==> src/rtl/dot_matrix_pkg.sv <==
// Shared types and helpers for the dot-matrix column scanner.
// Row words are carried internally at MAX_ROWS bits so the polarity helpers
// can serve any panel height up to that limit.
package dot_matrix_pkg;

  // Widest panel the polarity helpers support.
  localparam int unsigned MAX_ROWS = 64;

  typedef logic [MAX_ROWS-1:0] row_word_t;

  // Frame-boundary events, delayed one stage so they line up with the output registers.
  typedef struct packed {
    logic frame;
    logic swap;
  } scan_evt_t;

  // Logical pattern (1 = lit) to pin levels.
  function automatic row_word_t to_drive(input row_word_t pattern, input bit active_low);
    return active_low ? ~pattern : pattern;
  endfunction

  // Pin levels with every dot dark.
  function automatic row_word_t off_pattern(input bit active_low);
    return active_low ? '1 : '0;
  endfunction

  // Ceiling log2, usable in constant expressions.
  function automatic int unsigned clog2(input int unsigned value);
    int unsigned width;
    width = 0;
    while ((32'd1 << width) < value) width++;
    return width;
  endfunction

endpackage

==> src/rtl/dot_scan_timer.sv <==
// Column-dwell prescaler and column counter for the dot-matrix scanner.
// tick marks the last clock of a dwell; frame_end marks the last clock of a frame.
module dot_scan_timer
  import dot_matrix_pkg::*;
#(
  parameter int unsigned COLS      = 16,
  parameter int unsigned PRESCALE  = 2400,
  parameter int unsigned BLANK_CYC = 4,
  localparam int unsigned COL_W    = clog2(COLS)
) (
  input  logic             clock,
  input  logic             rst,
  output logic             tick,
  output logic [COL_W-1:0] col,
  output logic             blank,
  output logic             frame_end
);

  localparam int unsigned PRE_W = clog2(PRESCALE);
  localparam logic [PRE_W-1:0] PRE_MAX = PRE_W'(PRESCALE - 1);
  localparam logic [PRE_W-1:0] BLANK_LIM = PRE_W'(BLANK_CYC);
  localparam logic [COL_W-1:0] COL_MAX = COL_W'(COLS - 1);

  logic [PRE_W-1:0] pre_q, pre_d;
  logic [COL_W-1:0] col_q, col_d;

  assign tick      = (pre_q == PRE_MAX);
  assign blank     = (pre_q < BLANK_LIM);
  assign col       = col_q;
  assign frame_end = tick && (col_q == COL_MAX);

  // Next-state: prescaler wraps on tick; column wraps naturally as COLS is a power of two.
  always_comb begin
    pre_d = pre_q + 1'b1;
    col_d = col_q;
    if (tick) begin
      pre_d = '0;
      col_d = col_q + 1'b1;
    end
  end

  // Counter state.
  always_ff @(posedge clock or posedge rst) begin
    if (rst) begin
      pre_q <= '0;
      col_q <= '0;
    end else begin
      pre_q <= pre_d;
      col_q <= col_d;
    end
  end

endmodule

==> src/rtl/dot_matrix_scanner.sv <==
// Column-scan driver for LED dot-matrix panels with a double-buffered frame store.
// The host writes the back bank; the scan reads the display bank; a requested swap
// happens only at a frame boundary so no frame ever mixes old and new content.
// dot_c and dot_r come from the same register stage, so they always change together.
// Optional build macro: DOT_MATRIX_SCROLL_EN adds scroll_off for horizontal wrap scrolling.
module dot_matrix_scanner
  import dot_matrix_pkg::*;
#(
  parameter int unsigned ROWS       = 16,
  parameter int unsigned COLS       = 16,
  parameter int unsigned PRESCALE   = 2400,
  parameter int unsigned BLANK_CYC  = 4,
  parameter int unsigned ACTIVE_LOW = 1,
  localparam int unsigned COL_W     = clog2(COLS)
) (
  input  logic             clock,
  input  logic             rst,
  input  logic             wr_en,
  input  logic [COL_W-1:0] wr_addr,
  input  logic [ROWS-1:0]  wr_data,
  input  logic             swap_req,
`ifdef DOT_MATRIX_SCROLL_EN
  input  logic [COL_W-1:0] scroll_off,
`endif
  output logic             swap_done,
  output logic             frame_start,
  output logic [ROWS-1:0]  dot_r,
  output logic [COL_W-1:0] dot_c
);

  localparam logic [ROWS-1:0] OFF = ROWS'(off_pattern(ACTIVE_LOW != 0));

  logic             tick;
  logic [COL_W-1:0] col;
  logic             blank;
  logic             frame_end;

  logic [ROWS-1:0]  bank0_q [COLS];
  logic [ROWS-1:0]  bank1_q [COLS];
  logic             sel_q, sel_d;
  logic             pending_q, pending_d;
  logic             swap_take;
  logic [COL_W-1:0] read_col;
  logic [ROWS-1:0]  disp_word;
  logic [ROWS-1:0]  drive_word;
  logic [ROWS-1:0]  dot_r_d;
  scan_evt_t        evt_q, evt_d;
  logic             unused_tick;

  assign unused_tick = tick;

  dot_scan_timer #(
    .COLS      (COLS),
    .PRESCALE  (PRESCALE),
    .BLANK_CYC (BLANK_CYC)
  ) u_timer (
    .clock     (clock),
    .rst       (rst),
    .tick      (tick),
    .col       (col),
    .blank     (blank),
    .frame_end (frame_end)
  );

  // Host writes land in the back bank; sel picks which bank is on display.
  always_ff @(posedge clock or posedge rst) begin
    if (rst) begin
      for (int i = 0; i < COLS; i++) begin
        bank0_q[i] <= '0;
        bank1_q[i] <= '0;
      end
    end else if (wr_en) begin
      if (sel_q) begin
        bank0_q[wr_addr] <= wr_data;
      end else begin
        bank1_q[wr_addr] <= wr_data;
      end
    end
  end

  // A request on the boundary cycle itself is honoured at that same boundary.
  assign swap_take = frame_end && (pending_q || swap_req);

  // Swap bookkeeping: requests merge while pending; the boundary consumes them.
  always_comb begin
    pending_d = pending_q | swap_req;
    sel_d     = sel_q;
    if (frame_end) begin
      pending_d = 1'b0;
    end
    if (swap_take) begin
      sel_d = ~sel_q;
    end
  end

  // Bank select and pending flag.
  always_ff @(posedge clock or posedge rst) begin
    if (rst) begin
      sel_q     <= 1'b0;
      pending_q <= 1'b0;
    end else begin
      sel_q     <= sel_d;
      pending_q <= pending_d;
    end
  end

`ifdef DOT_MATRIX_SCROLL_EN
  logic [COL_W-1:0] scroll_q;

  // Offset only changes between frames so a frame never tears mid-scan.
  always_ff @(posedge clock or posedge rst) begin
    if (rst) begin
      scroll_q <= '0;
    end else if (frame_end) begin
      scroll_q <= scroll_off;
    end
  end

  assign read_col = col + scroll_q;
`else
  assign read_col = col;
`endif

  assign disp_word  = sel_q ? bank1_q[read_col] : bank0_q[read_col];
  assign drive_word = ROWS'(to_drive(row_word_t'(disp_word), ACTIVE_LOW != 0));

  // Row drive for the current counter state; dark during the start-of-dwell blanking.
  always_comb begin
    dot_r_d = drive_word;
    if (blank) begin
      dot_r_d = OFF;
    end
  end

  // Boundary events wait one stage so the pulses land on the clock where dot_c shows 0.
  always_comb begin
    evt_d.frame = frame_end;
    evt_d.swap  = swap_take;
  end

  // Output registers: column, rows and event pulses all update on the same edge.
  always_ff @(posedge clock or posedge rst) begin
    if (rst) begin
      evt_q       <= '0;
      dot_c       <= '0;
      dot_r       <= OFF;
      frame_start <= 1'b0;
      swap_done   <= 1'b0;
    end else begin
      evt_q       <= evt_d;
      dot_c       <= col;
      dot_r       <= dot_r_d;
      frame_start <= evt_q.frame;
      swap_done   <= evt_q.swap;
    end
  end

endmodule

==> config.mk <==
export PLATFORM = sky130hd
export DESIGN_NAME = dot_matrix_scanner
export DESIGN_NICKNAME = d
export VERILOG_FILES = /design/src/rtl/dot_matrix_pkg.sv /design/src/rtl/dot_scan_timer.sv /design/src/rtl/dot_matrix_scanner.sv
export SDC_FILE = /design/constraint.sdc
export NUM_CORES = 1
export LEC_CHECK = 0
export BUFFER_PORTS_ARGS = -buffer_cell sky130_fd_sc_hd__buf_4
export CORE_ASPECT_RATIO = 0.8
export CORE_MARGIN = 2
export CORE_UTILIZATION = 49
export DETAILED_ROUTE_END_ITERATION = 7
export GPL_TIMING_DRIVEN = 1
export SLEW_MARGIN = 15
export SYNTH_ARGS = -nofsm -noshare
export SYNTH_HDL_FRONTEND = slang
export SYNTH_HIERARCHICAL = 1
export SYNTH_SLANG_ARGS = --single-unit
export TNS_END_PERCENT = 10
==> constraint.sdc <==
create_clock -name clock -period 16.7 [get_ports clock]
set_clock_uncertainty 0.2 [all_clocks]
set_input_delay 0 -clock clock [delete_from_list [all_inputs] [get_ports clock]]
set_output_delay 0 -clock clock [all_outputs]
set_load 0.01 [all_outputs]
; ---- Yosys cells after proc, flatten, opt, wreduce, memory -nomap -nowiden
; Index checks and enable logic that the tools add are counted.
[classes]
eq_ne = 2
n_bitwise = 5
muxes = 14
add_sub_neg = 2
n_reduce_logical = 6
magnitude_cmp = 4
[op_table]
columns = op, n
row1 = $bwmux 256, 2
row2 = $bmux 16 s4, 2
row3 = $mux 16, 7
row4 = $demux 16 s4, 1
row5 = $not 16->16, 1
row6 = $add 12x1->12 const B, 1
row7 = $eq 12x12->1 const B, 1
row8 = $lt 12x3->1 const B, 1
row9 = $mux 12, 1
row10 = $ge 5x5->1 const B, 2
row11 = $not 4->5, 2
row12 = $lt 5x1->1 const B, 1
row13 = $add 4x1->4 const B, 1
row14 = $eq 4x4->1 const B, 1
row15 = $reduce_and 2->1, 2
row16 = $logic_and 1x1->1, 3
row17 = $logic_or 1x1->1, 1
row18 = $mux 1, 1
row19 = $not 1->1, 1
row20 = $or 1x1->1, 1
[totals]
inputBits = 24
regBits = 554
out_inout_bits = 22
wordCells = 75

; ---- Longest topological paths before layout
[logic_depth]
word_depth = 7
ltp_mapped = 7
depth_no_buf = 6

; ---- Hierarchy
; Netlist, hierarchy kept.
[by_module_without_submodules]
columns = mod, cells_each, area_per_inst_um2, instances, seq_area_each_um2
row1 = dot_matrix_scanner, 1488, 23950.5, 1, 13482.9
row2 = dot_scan_timer, 71, 770.7, 1, 400.4

; ---- Worst setup path after synthesis
; OpenSTA, ideal clock, no wires.
[synth_timing]
path_kind = register to register
startpoint = reg u_timer.pre_q[5]
endpoint = reg dot_r[0]
period_less_slack_ps = 2403
arrival_time_ps = 2141
stages_incl_launch_ff = 7
setup_time_ps = 62
required_ps = 16438
slack_ps = 14297
n_path_buf = 2
path_cell_list = dfrtp_1 -> or4_1 -> buf_2 -> nor4_1 -> clkbuf_1 -> a221oi_1 -> nand2_1
[synth_via]
elab_chain_len = 2
[synth_rtl]
columns = item, line_no
row1 = "start, declared", dot_scan_timer.sv:24  ; logic [PRE_W-1:0] pre_q, pre_d;
row2 = "start signal, assigned", dot_scan_timer.sv:48  ; pre_q <= pre_d;
row3 = $lt 12x3->1, dot_scan_timer.sv:28  ; assign blank = (pre_q < BLANK_LIM);
row4 = named net blank, dot_matrix_scanner.sv:35  ; logic blank;
row5 = $mux 16, dot_matrix_scanner.sv:130  ; if (blank) begin
row6 = named net dot_r_d[0], dot_matrix_scanner.sv:46  ; logic [ROWS-1:0] dot_r_d;
row7 = "end signal, assigned", dot_matrix_scanner.sv:152  ; dot_r <= dot_r_d;
row8 = "end, declared", dot_matrix_scanner.sv:27  ; output logic [ROWS-1:0] dot_r,
; The timed path passes the listed nets, and every way through them passes these cells.
; A chain may end at the register's enable or synchronous reset.

; ---- Final worst setup path
[layout_timing]
startpoint = reg sel_q
endpoint = reg bank0_q[111] (netlist bit)
[layout_via]
elab_chain_len = 1
[layout_rtl]
columns = item, line_no
row1 = "start, declared", dot_matrix_scanner.sv:40  ; logic sel_q, sel_d;
row2 = "start signal, assigned", dot_matrix_scanner.sv:102  ; sel_q <= sel_d;
row3 = $reduce_and 2->1 (no line), --
row4 = "end signal, assigned by index", dot_matrix_scanner.sv:74  ; bank0_q[wr_addr] <= wr_data;
row5 = "end, declared", dot_matrix_scanner.sv:38  ; logic [ROWS-1:0] bank0_q [COLS];
; No other way between the ends.

==> out/metrics.yaml <==
outcome: "finished, final reports clean"
synth.area.top_cells: "dfrtp_1 (54%), mux2_2 (23%), mux4_2 (12%), mux2i_1 (1.9%), dfstp_2 (1.7%)"
wl_um: 61400
powerDensity_mw_per_mm2: 112
synth.distinct_cells: 41
cp.required_ps: 16990
vias: 13700
final.period_utilization: 0.226
endpoint: "bank0_q[111]"
die_x_um: 255
slew_headroom: 0.186
ys_ff_latch: 554
final_nets: 1612
worstPathMaxFanout: 25
rows: 73
synth-xor-area-share: 0.00354
timing.hold.ws_ps: 153
r2r-start: "sel_q"
p_leak_uw: 0.0123
hold_buffers: 27
start_util: 0.497
min_path_type: "reg -> reg"
synth_top_family_by_area: "multiplexers"
drtAntennaViolNets: 0
cts_max_level: 2
reg2reg_depth: 5
die_area_mm2: 0.0523
cp-startpoint: "sel_q"
cts_setup_buffers: 0
clock-sinks: 554
cap_viol_max_count: 0
clock.fmax_ghz: 0.265
die_h_um: 205
drtPass1Iterations: 5
start_kind: "flip-flop"
via_per_inst: 5.92
power_uw: 3100
fin_area_mm2: 0.0278
synthFlopType: "dfrtp_1"
setup_viol: 0
antenna_cells: 0
dp_hpwl_um: 35400
synth_compound_area_frac: 0.0166
grt_pass1_wl_um: 94500
irDropWorstVdd_v: 0.0000936
cts.path.max_buffers: 3
top_layer: "met4"
avgSynthCellArea_um2: 15.9
setup_tns_ps: 0
cpPeakStageDelay_ps: 1140
clock_latency_ps: 610
post_cts_resize_count: 0
slew_violations: 0
cts-root-buf: "clkbuf_16"
grt_max_degree: 183
yosysWarnings: 6
synth_most_common_cell: "dfrtp_1"
io_buffers: 45
antenna_found_initial: 0
route.detailed.drc: 0
worst_pin_slew_ps: 1220
synthAdderAreaFrac: 0.00101
worstPathCellList: "nand4b_1 > dlygate4sd3_1 > nor2_2 > buf_4 > mux2_2"
end_kind: "flip-flop"
critPathArrivalTime_ps: 4070
place.gp.congestion: 0.750
core-area_mm2: 0.0498
period_needed_ps: 3780
crit_type: "reg -> reg"
synthesis.nets: 1585
r2r-end: "bank0_q[111]"
wl_met3_um: 2170
clkTransAtPathRegs_ps: 60
grt_pass1_vias: 14500
fill_cells: 3960
place_area_mm2: 0.0256
met1_length_um: 29900
area_delta_synth_final_pct: 12.3
syn_inst: 1559
rsz0062_at_grt: "no"
netlist_area_mm2: 0.0247
cts_tree: "done"
finalHoldViolCount: 0
drt_iter0_markers: 835
synth_top_area_share: 0.545
drive_gt1_frac: 0.512
yosysTopAreaCell: "dfrtp_1"
cts_buffers: 57
grt_util_all_layers: 0.245
synth_edf_count: 0
async_flop_share: 1.00
rrSetupSlack_ps: 12920
synthTopCellsByCount: "dfrtp_1 (538), mux2_2 (501), mux4_2 (128)"
grt_overflow: 0
synthMuxAreaShare: 0.370
wl_per_cell_um: 26.6
cpMaxStageDelayCell: "dfrtp_1"
boundaryPins: 46
synth-seq-area-share: 0.562
synth-simple-area-share: 0.0237
wl_met2_um: 28300
[through the flow]
step / utilization / std cells / setup WS, ps
final: 0.558 / 2309 / 12920
after global routing: 0.558 / 2309 / 12850
after CTS: 0.558 / 2309 / 12990
after detailed placement: 0.515 / 2175 / 13160
after global placement: 0.515 / 2175 / 13120
after floorplan: - / 1559 / 1490
[placed cells by master (no fill, tap or decap), types with 9 or more instances in the layout]
master / synthesis / final
clkbuf_1: 83 / 18
mux2i_1: 48 / 48
mux4_2: 128 / 128
a22oi_1: 16 / 16
clkinv_2: 0 / 12
dfrtp_1: 538 / 535
clkbuf_8: 0 / 14
xor2_1: 9 / 9
clkbuf_16: 0 / 57
nand2_1: 33 / 31
nor2b_1: 11 / 11
mux2_1: 11 / 11
dfstp_2: 16 / 16
buf_4: 3 / 73
o211ai_1: 11 / 11
nor2_2: 3 / 12
mux2_2: 501 / 501
a221oi_1: 16 / 16
nand3_1: 11 / 11
dlygate4sd3_1: 0 / 27
[kinds of logic after synthesis]
| group | Yosys count |
|---|---|
| AO/OA/AOI/OAI | 56 |
| XOR/XNOR | 10 |
| adder cells (fa/ha/maj) | 2 |
| buffers and inverters | 139 |
| flip-flops | 554 |
| multiplexers | 689 |
| AND/OR/NAND/NOR | 109 |
[worst max-delay path: cells and delay by family, from the launching register on]
family / cells / cell delay (ps)
buffers and inverters: 2 / 1070
DFF: 1 / 1140
muxes: 1 / 360
and+or+nand+nor: 2 / 890
[layer usage]
metal,global-route usage,up-vias
met3,0.0337,83
met1,0.368,7498
li1,-,5862
met4,0.0570,0
met5,0,-
met2,0.379,235
[how the worst min path moves through the flow]
stage                  start              to  slack, ps  depth (start not counted)
floorplan                rst  u_timer/col[0]       -290                          1
finish              evt_q[0]       swap_done        150                          0
global route        evt_q[0]       swap_done        170                          0
detailed placement       rst  u_timer/col[2]        -40                          2
global placement         rst  u_timer/col[2]        -50                          2
CTS                 evt_q[0]       swap_done        160                          0
[area by class of cell]
class,instances,area [um2],area share
Inverter,4,22.5,0.000811
Timing Repair Buffer,103,861,0.0310
Multi-Input combinational cell,866,10300,0.370
Clock inverter,18,176,0.00635
Clock buffer,89,1690,0.0607
Tap cell,675,845,0.0304
Sequential cell,554,13900,0.500
[power breakdown]
part / switching (uW) / total [uW] / internal (uW) / leakage (uW)
logic: 109 / 274 / 165 / 0.00417
registers: 66.3 / 1550 / 1490 / 0.00722
clock network: 538 / 1280 / 739 / 0.000927
[flip-flops by register name, indices dropped and copies added (netlist names)]
name	cells
swap_done	1
evt_q	2
dot_c	4
u_timer/pre_q	12
frame_start	1
pending_q	1
dot_r	16
bank1_q	256
sel_q	1
bank0_q	256
u_timer/col	4
No activity file was read; power rests on OpenSTA's default activity.
